--- src/rtl/mips_pkg.sv ---
// Shared definitions for the MIPS fetch path: text segment base,
// PC increment and the fetch state encoding.
package mips_pkg;

  localparam logic [31:0] TEXT_BASE = 32'h0040_0000;
  localparam int          PC_INCR   = 4;

  typedef enum logic [1:0] {
    BOOT  = 2'd0,
    RUN   = 2'd1,
    FAULT = 2'd2
  } fetch_state_t;

endpackage

--- src/rtl/fetch_sequencer_if.sv ---
// Fetch-side bus: hazard/branch inputs, ROM address/data and the IF/ID
// register. The sequencer is the master; ROM, hazard unit and decode are the slave.
interface fetch_sequencer_if #(
  parameter int DATA_WIDTH = 32
);
  logic                  stall;
  logic                  redirect_valid;
  logic [DATA_WIDTH-1:0] redirect_target;
  logic [DATA_WIDTH-1:0] instruction_in;
  logic [DATA_WIDTH-1:0] pc_out;
  logic [DATA_WIDTH-1:0] ifid_instruction;
  logic [DATA_WIDTH-1:0] ifid_pc_plus4;
  logic                  ifid_valid;
  logic                  fetch_fault;
  logic [DATA_WIDTH-1:0] fault_addr;
  logic [31:0]           fetch_count;

  modport master (
    input  stall,
    input  redirect_valid,
    input  redirect_target,
    input  instruction_in,
    output pc_out,
    output ifid_instruction,
    output ifid_pc_plus4,
    output ifid_valid,
    output fetch_fault,
    output fault_addr,
    output fetch_count
  );

  modport slave (
    output stall,
    output redirect_valid,
    output redirect_target,
    output instruction_in,
    input  pc_out,
    input  ifid_instruction,
    input  ifid_pc_plus4,
    input  ifid_valid,
    input  fetch_fault,
    input  fault_addr,
    input  fetch_count
  );

endinterface

--- src/rtl/fetch_sequencer_pc_range_check.sv ---
// Combinational legality check of a fetch address: word aligned and
// inside [TEXT_BASE, TEXT_BASE + 4*MEMORY_DEPTH), compared unsigned.
module pc_range_check #(
  parameter int                    DATA_WIDTH   = 32,
  parameter logic [DATA_WIDTH-1:0] TEXT_BASE    = DATA_WIDTH'(mips_pkg::TEXT_BASE),
  parameter int                    MEMORY_DEPTH = 2048
) (
  input  logic [DATA_WIDTH-1:0] pc,
  output logic                  legal
);
  import mips_pkg::*;

  // One extra bit so the upper bound cannot wrap for a base near the top.
  localparam logic [DATA_WIDTH:0] LO_BOUND = {1'b0, TEXT_BASE};
  localparam logic [DATA_WIDTH:0] HI_BOUND = LO_BOUND + (DATA_WIDTH+1)'(PC_INCR * MEMORY_DEPTH);

  logic [DATA_WIDTH:0] pc_ext;
  logic                in_range;
  logic                aligned;

  assign pc_ext   = {1'b0, pc};
  assign in_range = (pc_ext >= LO_BOUND) && (pc_ext < HI_BOUND);
  assign aligned  = (pc[1:0] == 2'b00);
  assign legal    = in_range && aligned;

endmodule

--- src/rtl/fetch_sequencer.sv ---
// Instruction-fetch controller: owns the PC, addresses the ROM and loads
// the IF/ID register, with stall, redirect/flush and sticky fetch faults.
//
// state | meaning
// BOOT  | one bubble cycle after reset, stall/redirect ignored
// RUN   | fetching: redirect > fault check > stall > advance
// FAULT | terminal until reset, PC frozen, IF/ID empty
module fetch_sequencer #(
  parameter int                    DATA_WIDTH   = 32,
  parameter logic [DATA_WIDTH-1:0] TEXT_BASE    = DATA_WIDTH'(mips_pkg::TEXT_BASE),
  parameter int                    MEMORY_DEPTH = 2048
) (
  input  logic              clk,
  input  logic              reset,
  fetch_sequencer_if.master bus
);
  import mips_pkg::*;

  localparam logic [DATA_WIDTH-1:0] PC_STEP = DATA_WIDTH'(PC_INCR);

  fetch_state_t          state;
  logic [DATA_WIDTH-1:0] pc;
  logic [DATA_WIDTH-1:0] ifid_instruction;
  logic [DATA_WIDTH-1:0] ifid_pc_plus4;
  logic                  ifid_valid;
  logic                  fetch_fault;
  logic [DATA_WIDTH-1:0] fault_addr;
  logic [31:0]           fetch_count;
  logic [DATA_WIDTH-1:0] pc_next_seq;
  logic                  pc_legal;

  pc_range_check #(
    .DATA_WIDTH   (DATA_WIDTH),
    .TEXT_BASE    (TEXT_BASE),
    .MEMORY_DEPTH (MEMORY_DEPTH)
  ) u_range (
    .pc    (pc),
    .legal (pc_legal)
  );

  // Modulo add: a wrap lands out of range and faults on the next edge.
  assign pc_next_seq = pc + PC_STEP;

  always_ff @(posedge clk) begin
    if (!reset) begin
      state            <= BOOT;
      pc               <= TEXT_BASE;
      ifid_instruction <= '0;
      ifid_pc_plus4    <= '0;
      ifid_valid       <= 1'b0;
      fetch_fault      <= 1'b0;
      fault_addr       <= '0;
      fetch_count      <= '0;
    end else begin
      case (state)
        BOOT: begin
          ifid_valid <= 1'b0;
          state      <= RUN;
        end
        RUN: begin
          if (bus.redirect_valid) begin
            // Target is taken unchecked; an illegal one faults next edge.
            pc         <= bus.redirect_target;
            ifid_valid <= 1'b0;
          end else if (!pc_legal) begin
            state       <= FAULT;
            fault_addr  <= pc;
            fetch_fault <= 1'b1;
            ifid_valid  <= 1'b0;
          end else if (!bus.stall) begin
            ifid_instruction <= bus.instruction_in;
            ifid_pc_plus4    <= pc_next_seq;
            ifid_valid       <= 1'b1;
            pc               <= pc_next_seq;
            fetch_count      <= fetch_count + 32'd1;
          end
        end
        FAULT: begin
          ifid_valid <= 1'b0;
        end
        default: begin
          state      <= BOOT;
          pc         <= TEXT_BASE;
          ifid_valid <= 1'b0;
        end
      endcase
    end
  end

  assign bus.pc_out           = pc;
  assign bus.ifid_instruction = ifid_instruction;
  assign bus.ifid_pc_plus4    = ifid_pc_plus4;
  assign bus.ifid_valid       = ifid_valid;
  assign bus.fetch_fault      = fetch_fault;
  assign bus.fault_addr       = fault_addr;
  assign bus.fetch_count      = fetch_count;

endmodule

--- src/flat_wrapper.sv ---
// flat-port wrapper written by rule: the top's interface ports become plain ports
module fetch_sequencer_flat import mips_pkg::*;
#(
  parameter int                    DATA_WIDTH   = 32,
  parameter logic [DATA_WIDTH-1:0] TEXT_BASE    = DATA_WIDTH'(mips_pkg::TEXT_BASE),
  parameter int                    MEMORY_DEPTH = 2048
)
  (clk, reset, bus_stall, bus_redirect_valid, bus_redirect_target, bus_instruction_in, bus_pc_out, bus_ifid_instruction, bus_ifid_pc_plus4, bus_ifid_valid, bus_fetch_fault, bus_fault_addr, bus_fetch_count);
  fetch_sequencer_if #(.DATA_WIDTH(DATA_WIDTH)) bus_i ();
  input  logic clk;
  input  logic reset;
  input wire logic [$bits(bus_i.stall)-1:0] bus_stall;
  input wire logic [$bits(bus_i.redirect_valid)-1:0] bus_redirect_valid;
  input wire logic [$bits(bus_i.redirect_target)-1:0] bus_redirect_target;
  input wire logic [$bits(bus_i.instruction_in)-1:0] bus_instruction_in;
  output wire logic [$bits(bus_i.pc_out)-1:0] bus_pc_out;
  output wire logic [$bits(bus_i.ifid_instruction)-1:0] bus_ifid_instruction;
  output wire logic [$bits(bus_i.ifid_pc_plus4)-1:0] bus_ifid_pc_plus4;
  output wire logic [$bits(bus_i.ifid_valid)-1:0] bus_ifid_valid;
  output wire logic [$bits(bus_i.fetch_fault)-1:0] bus_fetch_fault;
  output wire logic [$bits(bus_i.fault_addr)-1:0] bus_fault_addr;
  output wire logic [$bits(bus_i.fetch_count)-1:0] bus_fetch_count;
  assign bus_i.stall = bus_stall;
  assign bus_i.redirect_valid = bus_redirect_valid;
  assign bus_i.redirect_target = bus_redirect_target;
  assign bus_i.instruction_in = bus_instruction_in;
  assign bus_pc_out = bus_i.pc_out;
  assign bus_ifid_instruction = bus_i.ifid_instruction;
  assign bus_ifid_pc_plus4 = bus_i.ifid_pc_plus4;
  assign bus_ifid_valid = bus_i.ifid_valid;
  assign bus_fetch_fault = bus_i.fetch_fault;
  assign bus_fault_addr = bus_i.fault_addr;
  assign bus_fetch_count = bus_i.fetch_count;
  fetch_sequencer #(.DATA_WIDTH(DATA_WIDTH), .TEXT_BASE(TEXT_BASE), .MEMORY_DEPTH(MEMORY_DEPTH)) u_core (.clk(clk), .reset(reset), .bus(bus_i));
endmodule
--- config.mk ---
export PLATFORM = sky130hd
export DESIGN_NAME = fetch_sequencer_flat
export DESIGN_NICKNAME = d
export VERILOG_FILES = /design/src/rtl/mips_pkg.sv /design/src/rtl/fetch_sequencer_if.sv /design/src/rtl/fetch_sequencer_pc_range_check.sv /design/src/rtl/fetch_sequencer.sv /design/src/flat_wrapper.sv
export SDC_FILE = /design/constraint.sdc
export NUM_CORES = 1
export LEC_CHECK = 0
export ABC_AREA = 1
export ABC_CLOCK_PERIOD_IN_PS = 2100
export BUFFER_PORTS_ARGS = -buffer_cell sky130_fd_sc_hd__buf_4
export CAP_MARGIN = 40
export CORE_MARGIN = 4
export CORE_UTILIZATION = 30
export CTS_CLUSTER_DIAMETER = 60
export DETAILED_ROUTE_END_ITERATION = 7
export MAX_ROUTING_LAYER = met4
export SYNTH_ARGS = -nofsm -noshare
export SYNTH_HDL_FRONTEND = slang
export SYNTH_SLANG_ARGS = --single-unit
--- constraint.sdc ---
create_clock -name clk -period 2.1 [get_ports clk]
set_clock_uncertainty 0.15 [all_clocks]
set_input_delay 0.42 -clock clk [delete_from_list [all_inputs] [get_ports clk]]
set_output_delay 0.42 -clock clk [all_outputs]
set_load 0.02 [all_outputs]
==> metrics.csv, run 1 <==
stage,metric,value,unit
floorplan,Ports,230,
sta,"Min Clock Period, post-route",1.97,ns
clocking,Clock Path Buffers,2,
floorplan,row count,55,
final_layout,Syn-to-layout area delta,41.8,%
critical_path,Reg2Reg Depth,11,
power_and_ir_drop,total design power,8.17,mW
synthesis,mapped cell area,0.00689,mm^2
global_routing,vias in the first global route,6656,
synthesis,Synth top area share,0.476,
power_and_ir_drop,Flop pwr share,0.422,
final_layout,number of diodes,0,
critical_path,R2R setup slack,0.13,ns
sta,count of final setup violators,0,
critical_path,Worst Path Required,2.27,ns
sta,Fin. Hold Viols,0,
clocking,clock-pin slew on the worst setup and hold paths,0.07,ns
synthesis,Mapped Cells,933,
placement,routability cong.,0.843,
critical_path,crit end category,flop,
global_routing,Tot GR Track Use,0.171,
routing,WL/cell,14.5,um
critical_path,WP depth,11,
power_and_ir_drop,clock share of power,0.381,
synthesis,synth warn,0,
synthesis,Cell variety after synth,37,
sta,Least-Margin Pin Slew,0.372,ns
routing,DRT iter0 DRCs,466,
placement,port buffer count,229,
sta,"Slew Viols, Final",0,
critical_path,critical-path cell list,inv_1 -> nand2_1 -> nor2_1 -> nand2_1 -> nor2_1 -> buf_4 -> nand3_4 -> inv_1 -> nand3b_1 -> o21ai_0 -> a21oi_1,
floorplan,Die Area,0.0255,mm^2
worst_hold_path,min-delay worst type,input port to flop,
critical_path,CP top delay family,simple AND/OR/NAND/NOR gates,
critical_path,Worst Setup Start Kind,flop,
critical_path,slowest cell delay on critical path,0.34,ns
synthesis,Syn Area/Cell,7.39,um^2
power_and_ir_drop,pwr dens,836,mW/mm^2
final_layout,Final Core Density,0.432,
power_and_ir_drop,Worst VDD drop,0.444,mV
clocking,latest clock arrival within the worst-skew pair,0.43,ns
global_routing,largest net degree at the start of global routing,54,
power_and_ir_drop,Comb power frac,0.197,
sta,fin crit share,0.938,
critical_path,CP Data Arrival Time,2.14,ns
global_routing,GRT overflow,0,
critical_path,critical setup path kind,flop to flop,
critical_path,R2R Path Start,u_core.bus.pc_out[20],
run_status,outcome,"finished, final reports clean",
routing,DR pass1 iterations,5,
power_and_ir_drop,Leakage,4.37,nW
sta,Worst slew margin,0.752,
routing,ANT nets after route,0,
worst_hold_path,Hold Crit Depth,3,
worst_hold_path,Hold Crit Endpoint,u_core.bus.pc_out[19],
synthesis,syn_nets,1004,
final_layout,Nets,1254,
sta,Peak Freq,0.507,GHz
synthesis,register area share after synthesis,0.476,
floorplan,die width,160,um
routing,DR vias,6923,
critical_path,CP Buf/Inv Count,3,
global_routing,antenna violations before repair,0,
sta,RSZ-0062 raised after global routing,true,
power_and_ir_drop,switching share of power,0.307,
routing,vias per cell,4.67,
floorplan,core area,0.0226,mm^2
routing,DRC viols,0,
placement,DP HPWL,15700,um
critical_path,FF-to-FF End,u_core.bus.fetch_count[5],
power_and_ir_drop,internal cell power,5.67,mW
synthesis,cell taking the most area after synthesis,dfxtp_1,
clocking,count of hold-fix buffers inserted at cts,0,
clocking,htree depth,4,
floorplan,initial cell density of the core,0.304,
global_routing,first-pass GRT wire length,34700,um
synthesis,Seq cells post-synth,164,
clocking,clk root buf,clkbuf_16,
synthesis,synth top area cells,"dfxtp_1, nor2_1, o21ai_0",
critical_path,CP max FO,8,
clocking,Clock Sinks,164,
critical_path,"slowest stage cell, crit path",dfxtp_1,
floorplan,Die Y,160,um
power_and_ir_drop,Net Switching,2.51,mW
final_layout,share of layout cells above drive strength 1,0.297,
clocking,CTS tree,yes,
worst_hold_path,hold path start,bus_redirect_target[19],
routing,drt total wl,21500,um
flow_run,maxcap violations,0,
clocking,TritonCTS buffer count,17,
==> kinds of logic (layout without fill, tap and decap cells) <==
| group | after synthesis | after routing | synth area share |
|---|---|---|---|
| compound gates | 184 | 184 | 0.138 |
| xor+xnor | 12 | 12 | 0.0153 |
| flops | 164 | 164 | 0.476 |
| buf+inv | 127 | 390 | 0.0826 |
| fa+ha+maj | 3 | 3 | 0.00545 |
| simple gates | 443 | 443 | 0.282 |
==> cells in the mapped netlist (all sizes together) <==
cell / count
nand3b: 3
ha: 3
xnor2: 7
nand4: 14
o211ai: 1
dfxtp: 164
nor3b: 1
nor2: 211
o21ai: 112
inv: 80
or2: 4
buf: 23
nand2: 145
nor3: 13
nand3: 52
xor2: 5
a311oi: 1
a21oi: 68
o21a: 1
a211oi: 1
clkbuf: 23
clkinv: 1
==> per-layer routing <==
layer  GRT usage  share of wire  routed length [um]
met1       0.219           0.46                9840
met2       0.266           0.45                9740
met3      0.0481          0.076                1630
met4      0.0446          0.012                 249
met5           -              0                   0
==> timing repair <==
item / 4_1_cts / 5_1_grt
resized for setup: 0 / 11
buffers inserted: 0 / 4
endpoints found under the hold margin: 0 / 0
endpoints found under the setup margin: 0 / 32
==> worst max-delay path by stage <==
stage | from | endpoint | slack, ns
finish | u_core.bus.pc_out[20] | u_core.bus.fetch_count[5] | 0.13
CTS | u_core.bus.pc_out[21] | u_core.bus.ifid_instruction[14] | 0.08
floorplan | u_core.bus.fetch_count[1] | u_core.bus.fetch_count[18] | 0.16
detailed placement | bus_redirect_valid | u_core.bus.ifid_instruction[14] | 0.10
global route | u_core.bus.pc_out[18] | u_core.bus.fetch_count[22] | -0.03
global placement | bus_redirect_valid | u_core.bus.fetch_count[23] | 0.12
==> power by group through the flow <==
| stage | sequential, mW | clock [mW] | combinational [mW] |
|---|---|---|---|
| after floorplan | 3.72 | 0 | 0.682 |
| after global placement | 3.51 | 0 | 1.59 |
| after detailed placement | 3.52 | 0 | 1.59 |
| after CTS | 3.45 | 3.20 | 1.60 |
| after global routing | 3.48 | 3.34 | 1.77 |
| final | 3.45 | 3.11 | 1.61 |
==> registers in the layout (all words and copies together), names as in the netlist <==
register / count
u_core.bus.fault_addr: 32
u_core.bus.fetch_count: 32
u_core.bus.ifid_instruction: 32
u_core.bus.ifid_pc_plus4: 32
u_core.bus.pc_out: 32
u_core.state: 2
u_core.bus.fetch_fault: 1
u_core.bus.ifid_valid: 1
==> per-stage QoR <==
| stage | worst slack, ns | setup TNS [ns] | hold WS (ns) | cells | cell area [um^2] |
|---|---|---|---|---|---|
| after CTS | 0.0820 | 0 | 0.0777 | 1477 | 9690 |
| after global routing | -0.0324 | -0.0650 | 0.0822 | 1481 | 9770 |
| after floorplan | 0.162 | 0 | 0.322 | 933 | 6890 |
| final | 0.129 | 0 | 0.0967 | 1481 | 9770 |
| after global placement | 0.125 | 0 | 0.292 | 1445 | 9110 |
| after detailed placement | 0.101 | 0 | 0.297 | 1445 | 9110 |
==> cell usage in the layout, fill, tap and decap left out, types with 2 or more instances in the layout <==
cell,n
or2_2,3
nand3_2,2
nor2_2,9
nor2_1,195
buf_12,7
nand2_1,142
nor3_1,9
inv_8,2
nand3_1,47
clkinv_4,3
nand4_1,13
o21ai_1,4
a21oi_1,64
clkinvlp_4,2
nand3b_1,3
a21oi_2,4
dfxtp_1,162
nand2_2,3
nor2_4,6
dfxtp_2,2
ha_1,3
inv_6,5
o21ai_0,108
inv_2,6
nor3_2,4
xor2_1,5
clkbuf_16,17
nand3_4,3
buf_4,270
xnor2_1,7
inv_1,74
==> worst reg2reg max path: cells and delay by family, from the launching register on <==
family / cells / cell delay, ns
compound gates: 2 / 0.22
simple gates: 6 / 0.72
buf+inv: 3 / 0.43
flops: 1 / 0.34
==> area by class of cell <==
cell class	instances	area [um^2]
fillers	2293	12900
clock buffers	18	439
repair buffers	277	2170
inverters	81	304
multi-input cells	642	3080
flip-flops and latches	164	3290
well taps	285	357
clock inverters	14	143
Power figures use the tool's default switching activity.
==> run 2, diff against run 1 <==
--- a/config.mk
+++ b/config.mk
@@ -6,7 +6,7 @@
 export NUM_CORES = 1
 export LEC_CHECK = 0
 export ABC_AREA = 1
-export ABC_CLOCK_PERIOD_IN_PS = 2100
+export ABC_CLOCK_PERIOD_IN_PS = 2500
 export BUFFER_PORTS_ARGS = -buffer_cell sky130_fd_sc_hd__buf_4
 export CAP_MARGIN = 40
 export CORE_MARGIN = 4
==> constraint.sdc (replaced) <==
create_clock -name clk -period 2.5 [get_ports clk]
set_clock_uncertainty 0.15 [all_clocks]
set_input_delay 0.5 -clock clk [delete_from_list [all_inputs] [get_ports clk]]
set_output_delay 0.5 -clock clk [all_outputs]
set_load 0.02 [all_outputs]
==> metrics.csv, run 2 (synthesized netlist as in run 1, its figures left out) <==
stage,metric,value,unit
run_status,outcome,"finished, final reports clean",
routing,vias per cell,4.65,
clocking,clk root buf,clkbuf_16,
sta,Fin Setup TNS,0,ns
routing,WL/cell,14.5,um
routing,DR vias,6722,
floorplan,row count,55,
critical_path,CP Buf/Inv Count,1,
sta,"Slew Viols, Final",0,
routing,drt total wl,20900,um
global_routing,Tot GR Track Use,0.167,
power_and_ir_drop,Leakage,4.18,nW
critical_path,"slowest stage cell, crit path",buf_4,
global_routing,vias in the first global route,6304,
global_routing,GR peak layer,met2,
worst_hold_path,min-delay worst type,input port to flop,
final_layout,share of layout cells above drive strength 1,0.269,
clocking,Clock Path Buffers,2,
clocking,# Post-CTS Setup Buffers,0,
routing,DR pass1 iterations,5,
sta,Worst slew margin,0.624,
sta,Peak Freq,0.465,GHz
clocking,Clock Sinks,164,
flow_run,maxcap violations,0,
global_routing,GRT overflow,0,
critical_path,Worst Path Required,2.70,ns
routing,DRC viols,0,
sta,Least-Margin Pin Slew,0.565,ns
final_layout,Syn-to-layout area delta,36.8,%
critical_path,critical setup path kind,flop to flop,
sta,fin crit share,0.861,
floorplan,Ports,230,
power_and_ir_drop,Net Switching,2.01,mW
critical_path,CP top delay family,simple AND/OR/NAND/NOR gates,
global_routing,first-pass GRT wire length,33700,um
final_layout,number of diodes,0,
global_routing,antenna violations before repair,0,
final_layout,"commonest non-fill, non-tap cell in the layout",buf_4,
global_routing,GRT met2 Usage,0.256,
final_layout,Filler cells,2413,
global_routing,largest net degree at the start of global routing,129,
power_and_ir_drop,clock share of power,0.389,
sta,RSZ-0062 raised after global routing,false,
power_and_ir_drop,Comb power frac,0.183,
sta,Fin. Hold Viols,0,
critical_path,R2R setup slack,0.35,ns
power_and_ir_drop,Flop pwr share,0.428,
critical_path,Worst Setup Start Kind,flop,
clocking,TritonCTS buffer count,17,
floorplan,die width,160,um
global_routing,met1 usage in global routing,0.211,
clocking,htree depth,4,
global_routing,met3 Use GR,0.0562,
sta,count of final setup violators,0,
critical_path,CP Data Arrival Time,2.35,ns
clocking,count of hold-fix buffers inserted at cts,0,
clocking,CTS tree,yes,
placement,DP HPWL,15100,um
clocking,clock-pin slew on the worst setup and hold paths,0.07,ns
critical_path,CP max FO,38,
critical_path,critical-path cell list,nor2_1 -> nand3_1 -> nor2_2 -> nand3_2 -> nor2_4 -> buf_4 -> o21ai_0 -> a21oi_1,
placement,port buffer count,229,
routing,DRT iter0 DRCs,482,
power_and_ir_drop,switching share of power,0.296,
critical_path,crit end category,flop,
floorplan,initial cell density of the core,0.304,
clocking,post-CTS sizing,0,
final_layout,most frequent cells in the layout,"buf_4, nor2_1, dfxtp_1, nand2_1, o21ai_0",
floorplan,Die Y,160,um
placement,routability cong.,0.850,
final_layout,Nets,1220,
critical_path,slowest cell delay on critical path,0.37,ns
power_and_ir_drop,Worst VDD drop,0.380,mV
routing,ANT nets after route,0,
clocking,latest clock arrival within the worst-skew pair,0.42,ns
floorplan,core area,0.0226,mm^2
power_and_ir_drop,internal cell power,4.78,mW
final_layout,Final Core Density,0.416,
power_and_ir_drop,pwr dens,721,mW/mm^2
sta,"Min Clock Period, post-route",2.15,ns
floorplan,Die Area,0.0255,mm^2
run 2: cell types whose count changed in the layout (fill, tap and decap cells not counted), sizes merged:
cell | previous run | this run
clkbuf | 18 | 21
inv | 87 | 83
clkinvlp | 2 | 3
bufinv | 1 | 2
clkinv | 5 | 4
buf | 277 | 243
run 2: tightest hold or removal path, cell delays in order:
cell and delay [ns]:
buf_4 0.07, o21ai_0 0.07, nor2_1 0.08
run 2: metal layers:
metal	vias to the layer above	part of all wire
met5	-	0
met4	0	0.015
met3	26	0.074
met2	211	0.45
met1	3046	0.46
li1	3439	-
run 2: cell type report:
class | count | area, um^2 | share of cell area
Sequential cell | 164 | 3280 | 0.348
Tap cell | 285 | 357 | 0.0378
Clock inverter | 11 | 124 | 0.0131
Inverter | 81 | 304 | 0.0322
Timing Repair Buffer | 243 | 1860 | 0.197
Clock buffer | 21 | 460 | 0.0488
Multi-Input combinational cell | 642 | 3040 | 0.322
run 2: through the flow:
step / cell area, um^2 / hold slack, ns / std cells / power, mW / setup slack (ns)
after floorplan: 6890 / 0.322 / 933 / 3.70 / 0.562
after global placement: 8840 / 0.293 / 1415 / 4.22 / 0.325
after detailed placement: 8840 / 0.296 / 1415 / 4.22 / 0.263
after CTS: 9430 / 0.163 / 1447 / 6.89 / 0.325
after global routing: 9430 / 0.166 / 1447 / 7.13 / 0.121
final: 9430 / 0.187 / 1447 / 6.80 / 0.348
run 2: final timing paths:
check                          startpoint  cells past startpoint                         endpoint
max reg2reg         u_core.bus.pc_out[14]                      8      u_core.bus.ifid_pc_plus4[7]
min                bus_instruction_in[19]                      3  u_core.bus.ifid_instruction[19]
max                 u_core.bus.pc_out[14]                      8      u_core.bus.ifid_pc_plus4[7]
min reg2reg  u_core.bus.ifid_pc_plus4[20]                      2     u_core.bus.ifid_pc_plus4[20]
run 2: power groups by stage:
stage / Clock [mW] / Sequential [mW] / Combinational, mW
5_1_grt: 2.83 / 2.93 / 1.37
4_1_cts: 2.72 / 2.91 / 1.26
2_1_floorplan: 0 / 3.13 / 0.573
6_report: 2.64 / 2.91 / 1.24
3_3_place_gp: 0 / 2.97 / 1.25
3_5_place_dp: 0 / 2.97 / 1.25
